$ cat src/rtl/dispatch_nw_if.sv
// dispatch_nw_if: instruction/ROB-entry types and the Rename-to-backend dispatch bus.
package dispatch_nw_pkg;
    typedef struct packed {
        logic        valid;
        logic [31:0] pc;
        logic [4:0]  rd;
        logic        has_rd;
        logic [5:0]  prd;
        logic [5:0]  prs1;
        logic [5:0]  prs2;
        logic        is_load;
        logic        is_store;
        logic        is_muldiv;
        logic        is_branch;
        logic        is_jump;
    } renamed_inst_t;

    typedef struct packed {
        logic        is_valid;
        logic        is_ready;
        logic        has_exception;
        logic [3:0]  exc_cause;
        logic [31:0] pc;
        logic [4:0]  rd;
        logic        has_rd;
        logic        is_branch;
        logic        is_jump;
        logic        is_store;
    } rob_entry_t;
endpackage

interface dispatch_nw_if #(
    parameter int WIDTH       = 2,
    parameter int ROB_IDX_W   = 5,
    parameter int CNT_W       = $clog2(WIDTH+1),
    parameter int STALL_CNT_W = 32
) ();
    logic                                    flush;
    logic [ROB_IDX_W:0]                      flush_tail;
    logic                                    in_valid;
    logic                                    in_ready;
    dispatch_nw_pkg::renamed_inst_t [WIDTH-1:0] in_inst;
    logic [CNT_W-1:0]                        alu_free;
    logic [CNT_W-1:0]                        mdu_free;
    logic [CNT_W-1:0]                        lsq_free;
    logic [CNT_W-1:0]                        rob_free;
    logic [WIDTH-1:0]                        alu_we;
    logic [WIDTH-1:0]                        mdu_we;
    logic [WIDTH-1:0]                        lsq_we;
    dispatch_nw_pkg::renamed_inst_t [WIDTH-1:0] alu_entry;
    dispatch_nw_pkg::renamed_inst_t [WIDTH-1:0] mdu_entry;
    dispatch_nw_pkg::renamed_inst_t [WIDTH-1:0] lsq_entry;
    logic [WIDTH-1:0][ROB_IDX_W:0]           alu_tag;
    logic [WIDTH-1:0][ROB_IDX_W:0]           mdu_tag;
    logic [WIDTH-1:0][ROB_IDX_W:0]           lsq_tag;
    logic [WIDTH-1:0]                        rob_we;
    dispatch_nw_pkg::rob_entry_t [WIDTH-1:0] rob_entry;
    logic [STALL_CNT_W-1:0]                  stall_cycles;

    modport slave (
        input  flush, flush_tail, in_valid, in_inst, alu_free, mdu_free, lsq_free, rob_free,
        output in_ready, alu_we, mdu_we, lsq_we, alu_entry, mdu_entry, lsq_entry,
               alu_tag, mdu_tag, lsq_tag, rob_we, rob_entry, stall_cycles
    );
    modport master (
        output flush, flush_tail, in_valid, in_inst, alu_free, mdu_free, lsq_free, rob_free,
        input  in_ready, alu_we, mdu_we, lsq_we, alu_entry, mdu_entry, lsq_entry,
               alu_tag, mdu_tag, lsq_tag, rob_we, rob_entry, stall_cycles
    );
endinterface

$ cat src/rtl/dispatch_nw.sv
// dispatch_nw: registered WIDTH-wide dispatch of the longest in-order prefix that fits queue/ROB credits.
module dispatch_nw import dispatch_nw_pkg::*; #(
    parameter int WIDTH       = 2,
    parameter int ROB_DEPTH   = 32,
    parameter int ROB_IDX_W   = $clog2(ROB_DEPTH),
    parameter int CNT_W       = $clog2(WIDTH+1),
    parameter int STALL_CNT_W = 32
) (
    input  logic          clk,
    input  logic          rst_n,
    dispatch_nw_if.slave  bus
);
    localparam int TAG_W = ROB_IDX_W + 1;
    localparam int IW    = $bits(renamed_inst_t);

    renamed_inst_t [WIDTH-1:0] hold_q;
    logic [WIDTH-1:0]          hv_q;
    logic [WIDTH-1:0]          in_v;
    logic [TAG_W-1:0]          tail_q;
    logic [TAG_W-1:0]          tag;
    logic [STALL_CNT_W-1:0]    stall_q;
    logic [CNT_W-1:0]          d;
    logic                      is_lsq;
    logic                      is_mdu;
    logic                      fits;
    logic                      stop;
    rob_entry_t                re;
    int                        na;
    int                        nm;
    int                        nl;
    int                        nd;

    always_comb begin
        bus.alu_we = '0;
        bus.mdu_we = '0;
        bus.lsq_we = '0;
        bus.rob_we = '0;
        bus.alu_entry = '0;
        bus.mdu_entry = '0;
        bus.lsq_entry = '0;
        bus.alu_tag = '0;
        bus.mdu_tag = '0;
        bus.lsq_tag = '0;
        bus.rob_entry = '0;
        is_lsq = 1'b0;
        is_mdu = 1'b0;
        fits = 1'b0;
        stop = 1'b0;
        tag = '0;
        re = '0;
        na = 0;
        nm = 0;
        nl = 0;
        nd = 0;
        for (int k = 0; k < WIDTH; k++) begin
            in_v[k] = bus.in_inst[k].valid;
            is_lsq = hold_q[k].is_load || hold_q[k].is_store;
            is_mdu = !is_lsq && hold_q[k].is_muldiv;
            fits = is_lsq ? (nl < int'(bus.lsq_free)) : is_mdu ? (nm < int'(bus.mdu_free)) : (na < int'(bus.alu_free));
            // Once one slot fails, no younger slot may bypass it.
            if (!stop && !bus.flush && hv_q[k] && nd < int'(bus.rob_free) && fits) begin
                tag = tail_q + TAG_W'(k);
                re = '0;
                re.is_valid = 1'b1;
                re.pc = hold_q[k].pc;
                re.rd = hold_q[k].rd;
                re.has_rd = hold_q[k].has_rd;
                re.is_branch = hold_q[k].is_branch;
                re.is_jump = hold_q[k].is_jump;
                re.is_store = hold_q[k].is_store;
                bus.rob_we[k] = 1'b1;
                bus.rob_entry[k] = re;
                if (is_lsq) begin
                    bus.lsq_we[nl] = 1'b1;
                    bus.lsq_entry[nl] = hold_q[k];
                    bus.lsq_tag[nl] = tag;
                    nl++;
                end else if (is_mdu) begin
                    bus.mdu_we[nm] = 1'b1;
                    bus.mdu_entry[nm] = hold_q[k];
                    bus.mdu_tag[nm] = tag;
                    nm++;
                end else begin
                    bus.alu_we[na] = 1'b1;
                    bus.alu_entry[na] = hold_q[k];
                    bus.alu_tag[na] = tag;
                    na++;
                end
                nd++;
            end else begin
                stop = 1'b1;
            end
        end
        d = CNT_W'(nd);
        bus.in_ready = !bus.flush && ($countones(hv_q) == nd);
        bus.stall_cycles = stall_q;
    end

    always_ff @(posedge clk or negedge rst_n) begin
        if (!rst_n) begin
            hold_q <= '0;
            hv_q <= '0;
            tail_q <= '0;
            stall_q <= '0;
        end else if (bus.flush) begin
            hv_q <= '0;
            tail_q <= bus.flush_tail;
        end else begin
            tail_q <= tail_q + TAG_W'(d);
            stall_q <= (|hv_q && d == '0 && stall_q != '1) ? stall_q + STALL_CNT_W'(1) : stall_q;
            if (bus.in_valid && bus.in_ready) begin
                hold_q <= bus.in_inst;
                hv_q <= in_v;
            end else begin
                // Undispatched slots slide down so slot 0 stays the oldest.
                hold_q <= hold_q >> (IW * nd);
                hv_q <= hv_q >> d;
            end
        end
    end
endmodule

$ cat src/flat_wrapper.sv
// flat-port wrapper written by rule: the top's interface ports become plain ports
module dispatch_nw_flat import dispatch_nw_pkg::*;
#(
    parameter int WIDTH       = 2,
    parameter int ROB_DEPTH   = 32,
    parameter int ROB_IDX_W   = $clog2(ROB_DEPTH),
    parameter int CNT_W       = $clog2(WIDTH+1),
    parameter int STALL_CNT_W = 32
)
  (clk, rst_n, bus_flush, bus_flush_tail, bus_in_valid, bus_in_inst, bus_alu_free, bus_mdu_free, bus_lsq_free, bus_rob_free, bus_in_ready, bus_alu_we, bus_mdu_we, bus_lsq_we, bus_alu_entry, bus_mdu_entry, bus_lsq_entry, bus_alu_tag, bus_mdu_tag, bus_lsq_tag, bus_rob_we, bus_rob_entry, bus_stall_cycles);
  dispatch_nw_if #(.WIDTH(WIDTH), .ROB_IDX_W(ROB_IDX_W), .CNT_W(CNT_W), .STALL_CNT_W(STALL_CNT_W)) bus_i ();
  input  logic clk;
  input  logic rst_n;
  input wire logic [$bits(bus_i.flush)-1:0] bus_flush;
  input wire logic [$bits(bus_i.flush_tail)-1:0] bus_flush_tail;
  input wire logic [$bits(bus_i.in_valid)-1:0] bus_in_valid;
  input wire logic [$bits(bus_i.in_inst)-1:0] bus_in_inst;
  input wire logic [$bits(bus_i.alu_free)-1:0] bus_alu_free;
  input wire logic [$bits(bus_i.mdu_free)-1:0] bus_mdu_free;
  input wire logic [$bits(bus_i.lsq_free)-1:0] bus_lsq_free;
  input wire logic [$bits(bus_i.rob_free)-1:0] bus_rob_free;
  output wire logic [$bits(bus_i.in_ready)-1:0] bus_in_ready;
  output wire logic [$bits(bus_i.alu_we)-1:0] bus_alu_we;
  output wire logic [$bits(bus_i.mdu_we)-1:0] bus_mdu_we;
  output wire logic [$bits(bus_i.lsq_we)-1:0] bus_lsq_we;
  output wire logic [$bits(bus_i.alu_entry)-1:0] bus_alu_entry;
  output wire logic [$bits(bus_i.mdu_entry)-1:0] bus_mdu_entry;
  output wire logic [$bits(bus_i.lsq_entry)-1:0] bus_lsq_entry;
  output wire logic [$bits(bus_i.alu_tag)-1:0] bus_alu_tag;
  output wire logic [$bits(bus_i.mdu_tag)-1:0] bus_mdu_tag;
  output wire logic [$bits(bus_i.lsq_tag)-1:0] bus_lsq_tag;
  output wire logic [$bits(bus_i.rob_we)-1:0] bus_rob_we;
  output wire logic [$bits(bus_i.rob_entry)-1:0] bus_rob_entry;
  output wire logic [$bits(bus_i.stall_cycles)-1:0] bus_stall_cycles;
  assign bus_i.flush = bus_flush;
  assign bus_i.flush_tail = bus_flush_tail;
  assign bus_i.in_valid = bus_in_valid;
  assign bus_i.in_inst = bus_in_inst;
  assign bus_i.alu_free = bus_alu_free;
  assign bus_i.mdu_free = bus_mdu_free;
  assign bus_i.lsq_free = bus_lsq_free;
  assign bus_i.rob_free = bus_rob_free;
  assign bus_in_ready = bus_i.in_ready;
  assign bus_alu_we = bus_i.alu_we;
  assign bus_mdu_we = bus_i.mdu_we;
  assign bus_lsq_we = bus_i.lsq_we;
  assign bus_alu_entry = bus_i.alu_entry;
  assign bus_mdu_entry = bus_i.mdu_entry;
  assign bus_lsq_entry = bus_i.lsq_entry;
  assign bus_alu_tag = bus_i.alu_tag;
  assign bus_mdu_tag = bus_i.mdu_tag;
  assign bus_lsq_tag = bus_i.lsq_tag;
  assign bus_rob_we = bus_i.rob_we;
  assign bus_rob_entry = bus_i.rob_entry;
  assign bus_stall_cycles = bus_i.stall_cycles;
  dispatch_nw #(.WIDTH(WIDTH), .ROB_DEPTH(ROB_DEPTH), .ROB_IDX_W(ROB_IDX_W), .CNT_W(CNT_W), .STALL_CNT_W(STALL_CNT_W)) u_core (.clk(clk), .rst_n(rst_n), .bus(bus_i));
endmodule
$ cat config.mk
export PLATFORM = sky130hd
export DESIGN_NAME = dispatch_nw_flat
export DESIGN_NICKNAME = d
export VERILOG_FILES = /design/src/rtl/dispatch_nw_if.sv /design/src/rtl/dispatch_nw.sv /design/src/flat_wrapper.sv
export SDC_FILE = /design/constraint.sdc
export NUM_CORES = 1
export LEC_CHECK = 0
export ABC_AREA = 1
export CORE_AREA = 2 2 264 266
export DETAILED_ROUTE_END_ITERATION = 8
export DIE_AREA = 0 0 266 268
export DONT_BUFFER_PORTS = 1
export GPL_TIMING_DRIVEN = 0
export PLACE_DENSITY = 0.45
export SLEW_MARGIN = 5
export SYNTH_ARGS = -nofsm -noshare
export SYNTH_HDL_FRONTEND = slang
export SYNTH_SLANG_ARGS = --single-unit
$ cat constraint.sdc
create_clock -name clk -period 3.95 [get_ports clk]
set_input_delay 0.395 -clock clk [delete_from_list [all_inputs] [get_ports clk]]
set_output_delay 0.395 -clock clk [all_outputs]
set_load 0.02 [all_outputs]
==> results.json, run 1 <==
{
  "status": "finished, violations left",
  "violations": "negative hold slack",
  "worstRegToRegCells": 19,
  "hp-class": "in -> async",
  "path_clk_slew_ps": 90,
  "fmax_mhz": 259,
  "ys_seq_elements": 164,
  "cap_violations": 0,
  "async_reset_ff_share_pct": 100,
  "cp_data_arrival_time_ps": 3470,
  "use_met1_pct": 38.3,
  "portBuffers": 0,
  "hold_slack_ps": -424,
  "track_usage_pct": 29.7,
  "clk_path_buf_depth": 2,
  "critPathMaxStageDelay_ps": 700,
  "ys_top_cells_by_count": "nand2_1 (813), nor2_1 (566), o21ai_0 (216), inv_1 (214), a21oi_1 (167)",
  "period_share_pct": 97.7,
  "combPwrFrac_pct": 35.8,
  "worstSkewPairLatency_ps": 510,
  "cp_top_family": "simple AND/OR/NAND/NOR gates",
  "ys_seq_area_share_pct": 26.1,
  "powerDensity_nw_per_um2": 393,
  "grt_pass1_vias": 18272,
  "grt_antenna_before_repair": 22,
  "htree_levels": 4,
  "synthFlopType": "dfrtp_1",
  "finClkSkew_ps": 20.9,
  "syn_inst": 2785,
  "drc_errors": 0,
  "synth_edf_count": 0,
  "final_max_slew_viol_count": 0,
  "wl_per_cell_um": 29.6,
  "hold_violations": 164,
  "startpoint_type": "flop",
  "syn_to_final_growth_pct": 15.9,
  "p_leak_nw": 9.14,
  "cp.required_ps": 3560,
  "yosysMostFrequentCell": "nand2_1",
  "synthTopCellsByArea": "dfrtp_1 (26%), nand2_1 (19%), nor2_1 (14%)",
  "p_int_mw": 3.69,
  "grt_max_degree": 165,
  "path_max_fanout": 10,
  "p_sw_share_pct": 48.5,
  "path_cells": "inv_1 > nor2_1 > nand2_1 > nor2_4 > nand4_4 > nor2_8 > buf_4 > nand3_2 > clkbuf_1 > o21ai_0",
  "coreArea_um2": 68200,
  "ys_warn_count": 0,
  "grt_pass1_wl_um": 149000,
  "final.min_clock_period_ps": 3860,
  "die-width_um": 266,
  "cp_num_buf_inv": 3,
  "wl_um": 111000,
  "layout.nets": 2999,
  "met2_usage_pct": 46.9,
  "pwr-share-seq_pct": 37.1,
  "synth.distinct_cells": 44,
  "die_h_um": 268,
  "yosysTopAreaCell": "dfrtp_1",
  "cp_num_cells": 10,
  "worstMarginPinSlew_ps": 1210,
  "drt_iter0_markers": 2230,
  "via_per_inst": 5.44,
  "cts_sinks": 164,
  "row_count": 96,
  "power.share.clock_pct": 27.1,
  "ir_drop_v": 0.000331,
  "netSwitchingPower_mw": 3.47,
  "drtPass1Iterations": 8,
  "place_congestion": 0.961,
  "start_util_pct": 23.1,
  "vias": 20412,
  "ant_nets": 0,
  "cp-end-kind": "primary output",
  "setup_viol": 0,
  "netlist_area_um2": 15700,
  "drive_gt1_share_pct": 8.32,
  "path_class": "reg -> out",
  "hold_buffers": 7,
  "met3_usage_pct": 9.23,
  "io_pins": 687,
  "dieArea_um2": 71300,
  "dp_hpwl_um": 87400,
  "cp_slowest_cell": "o21ai_0",
  "max_slew_margin_pct": 18.7,
  "cts_root_buf": "clkbuf_16",
  "synth_top_area_share_pct": 26.1,
  "cts_buffers": 17,
  "busiest_layer": "met2",
  "cts_tree": "built",
  "grt.overflow.total": 0,
  "power_mw": 7.16,
  "syn_area_per_cell_um2": 5.65
}
[repair_timing]
item	4_1_cts	5_1_grt
pin swaps	7	7
setup buffers	8	11
gates cloned	0	0
hold endpoints to repair	171	164
endpoints found under the setup margin	558	192
gates resized for setup	105	65
[stage by stage]
step	TNS [ps]	worst slack (ps)	instances	area (um2)	util, %
3_5_place_dp	-338710	-2180	3688	16900	24.8
6_report	0	89.8	3755	18200	26.7
2_1_floorplan	0	551	2806	15800	-
5_1_grt	-34.4	-12.2	3752	18200	26.7
4_1_cts	-386	-103	3733	18000	26.4
3_3_place_gp	-343910	-2150	3688	16900	24.8
[routing by layer]
layer	routed length (um)	share of wire (%)
met1	45900	41
met2	50200	45
met3	11600	10
met4	3430	3.1
met5	113	0.10
[registers in the layout (all words and copies together) (netlist names)]
| signal | count |
|---|---|
| u_core.hold_q | 124 |
| u_core.bus.stall_cycles | 32 |
| u_core.tail_q | 6 |
| u_core.hv_q | 2 |
[cell families after synthesis]
group | count (synthesis) | share of synthesized area (%)
buffers and inverters | 465 | 12.4
DFF | 164 | 26.1
other | 1 | 0.0238
xor gates and xnor gates | 35 | 1.95
adders and majority gates | 9 | 0.763
and+or+nand+nor | 1595 | 40.8
AOI/OAI and AO/OA | 516 | 18.0
[area by class of cell]
class,instances,area [um2]
tap,882,1100
sequential,164,4110
clock buffer,17,425
multi-input combinational,2177,10000
clock inverter,15,219
buffer,236,1250
antenna,12,30.0
timing repair buffer,26,213
fill,8004,50000
inverter,226,878
[worst paths after layout]
path / to / slack (ps) / from
max reg2reg: u_core.hold_q[16] / 90 / u_core.hv_q[0]
max in group asynchronous: u_core.bus.stall_cycles[19] / 4020 / rst_n
max: bus_lsq_entry[54] / 90 / u_core.hv_q[0]
min reg2reg: u_core.hold_q[71] / 530 / u_core.hold_q[71]
min: u_core.hold_q[102] / -420 / rst_n
min in group clk: u_core.hold_q[91] / 30 / bus_in_inst[91]
[cells in the final DEF (no fill, tap or decap), types with 21 or more instances in the layout]
| cell | instances |
|---|---|
| clkbuf_2 | 21 |
| xor2_1 | 25 |
| dfrtp_1 | 159 |
| buf_4 | 59 |
| buf_2 | 40 |
| inv_1 | 213 |
| nand2_1 | 808 |
| nor3_1 | 35 |
| o22ai_1 | 48 |
| o21ai_0 | 204 |
| a21oi_1 | 167 |
| clkbuf_1 | 93 |
| conb_1 | 22 |
| nand4_1 | 66 |
| nand3_1 | 92 |
| nor2_1 | 559 |
| a22oi_1 | 21 |
[power by group through the flow]
stage / sequential (mW) / clock [mW] / combinational [mW]
floorplan: 2.42 / 0 / 1.58
global placement: 2.67 / 0 / 2.41
detailed placement: 2.66 / 0 / 2.42
CTS: 2.63 / 1.94 / 2.49
global route: 2.68 / 1.99 / 2.78
finish: 2.66 / 1.94 / 2.57
No activity file was read; power rests on OpenSTA's default activity.
==> inputs of run 2 (changes only) <==
--- a/config.mk
+++ b/config.mk
@@ -11,7 +11,7 @@
 export DIE_AREA = 0 0 266 268
 export DONT_BUFFER_PORTS = 1
 export GPL_TIMING_DRIVEN = 0
-export PLACE_DENSITY = 0.45
+export PLACE_DENSITY_LB_ADDON = 0.05
 export SLEW_MARGIN = 5
 export SYNTH_ARGS = -nofsm -noshare
 export SYNTH_HDL_FRONTEND = slang
==> constraint.sdc (replaced) <==
create_clock -name clk -period 4.3 [get_ports clk]
set_input_delay 0.43 -clock clk [delete_from_list [all_inputs] [get_ports clk]]
set_output_delay 0.43 -clock clk [all_outputs]
set_load 0.02 [all_outputs]
==> run 2 against run 1 <==
The flow still finishes with violations (negative hold slack). Register-to-register slack barely moved. Count of clock-buffer cells in the layout rose by 1. Non-clock buffer count fell by 17. Setup slack got worse by 13 ps. Flip-flop and latch count did not move. Worst hold slack improved by 310 ps. Clock skew fell by 5.3 ps. Final cell count fell by 0.53%.
==> results.json, run 2 (synthesized netlist as in run 1, its figures left out) <==
{
  "power_mw": 6.58,
  "cap_violations": 0,
  "fillers": 8035,
  "worstRegToRegCells": 18,
  "r2r_setup_slack_ps": 100,
  "cp_data_arrival_time_ps": 3790,
  "vias": 20180,
  "hold_violations": 50,
  "largest_register_ffs": 124,
  "dp_cells": 3689,
  "portBuffers": 0,
  "clk_path_buf_depth": 2,
  "utilization_pct": 26.2,
  "via_per_inst": 5.40,
  "cts_sinks": 164,
  "layout_common_cells": "nand2_1 (813), nor2_1 (564), inv_1 (213)",
  "p_leak_nw": 8.97,
  "die-width_um": 266,
  "wl_met2_um": 54100,
  "start_util_pct": 23.1,
  "top_register": "u_core.hold_q",
  "cp.required_ps": 3870,
  "dieArea_um2": 71300,
  "rr_startpoint": "u_core.hold_q[4]",
  "design_area_um2": 17900,
  "fmax_mhz": 237,
  "violations": "negative hold slack",
  "drt_iter0_markers": 2036,
  "drive_gt1_share_pct": 6.44,
  "grt_antenna_before_repair": 21,
  "final_common_cell": "nand2_1",
  "final.min_clock_period_ps": 4220,
  "ir_drop_v": 0.000342,
  "path_class": "reg -> out",
  "wl_per_cell_um": 30.9,
  "grt.overflow.total": 0,
  "worstSkewPairLatency_ps": 510,
  "instances_no_fill": 3735,
  "ant_nets": 0,
  "finClkSkew_ps": 15.6,
  "track_usage_pct": 31.2,
  "coreArea_um2": 68200,
  "die_h_um": 268,
  "wl_met1_um": 48400,
  "path_max_fanout": 10,
  "final_max_slew_viol_count": 0,
  "startpoint_type": "flop",
  "cts_buffers": 17,
  "syn_to_final_growth_pct": 13.4,
  "grt_pass1_wl_um": 156000,
  "grt_max_degree": 165,
  "row_count": 96,
  "period_share_pct": 98.2,
  "fin_setup_tns_ps": 0,
  "grt_pass1_vias": 18930,
  "cp-end-kind": "primary output",
  "placed_cell_area_um2": 16900,
  "top_layer_used": "met5",
  "worstMarginPinSlew_ps": 1300,
  "cts_root_buf": "clkbuf_16",
  "wl_um": 115000,
  "path_clk_slew_ps": 80,
  "htree_levels": 4,
  "dp_hpwl_um": 90700,
  "rsz0062_at_grt": "yes",
  "io_pins": 687,
  "powerDensity_nw_per_um2": 369,
  "layout.nets": 2982,
  "fin_ws_ps": 76.8,
  "max_slew_margin_pct": 13.0,
  "hold_slack_ps": -114,
  "cts_tree": "built",
  "r2r-end": "u_core.hold_q[6]",
  "drc_errors": 0,
  "met3_length_um": 9310,
  "status": "finished, violations left",
  "setup_viol": 0,
  "drtPass1Iterations": 6,
  "place_congestion": 0.894,
  "hp-class": "in -> async",
  "place_ws_ps": -1910
}
## run 2: cell count changes in the layout (fill, tap and decap cells not counted), sizes merged
cell / change
bufinv: +2
diode: -2
buf: -11
inv: -3
dlygate4sd3: -7
clkinv: -1
clkdlybuf4s15: +2
## run 2: what timing repair did
action,in CTS,in global routing
hold endpoints to repair,164,0
hold buffers,1,0
endpoints found under the setup margin,522,141
setup buffers,5,0
gates resized for setup,51,22
pin swaps,5,0
## run 2: per-layer routing
metal	track usage (%)	up-vias
met5	0	-
met4	11.0	20
met3	7.92	155
met2	50.6	1035
met1	40.0	9966
li1	-	9004
## run 2: critical path, stage by stage (launching register included)
cell and delay, ps:
dfrtp_2 460, nor2_4 190, nor2_1 100, nor2_4 180, nand4_4 160, nor2_8 140, buf_4 280, nand3_2 430
clkbuf_1 550, o22ai_1 780
## run 2: area by class of cell
class                   instances  area [um2]  share of cell area [%]
repair buffers                  7        76.3                   0.428
clock inverters                13         183                    1.02
clock buffers                  18         439                    2.46
diodes                         10        25.0                   0.140
well taps                     882        1100                    6.18
multi-input cells            2177        9890                    55.4
inverters                     226         865                    4.84
flip-flops and latches        164        4110                    23.0
plain buffers                 238        1160                    6.52
## run 2: power breakdown
group	switching [mW]	internal (mW)	leakage (nW)	total [mW]
combinational	1.74	0.604	6.77	2.34
clock	0.819	0.983	0.306	1.80
sequential	0.571	1.86	1.89	2.43
total	3.13	3.45	8.97	6.58
## run 2: worst max path at each step
stage	cells after the start	end	slack (ps)	start
4_1_cts	20	u_core.hold_q[76]	-1	u_core.hold_q[4]
2_1_floorplan	22	u_core.hold_q[118]	870	bus_flush
5_1_grt	18	u_core.hold_q[59]	-30	u_core.hold_q[4]
6_report	9	bus_lsq_entry[22]	80	u_core.hold_q[4]
3_3_place_gp	19	u_core.hold_q[123]	-2340	u_core.hold_q[4]
3_5_place_dp	19	u_core.hold_q[123]	-1910	u_core.hold_q[4]
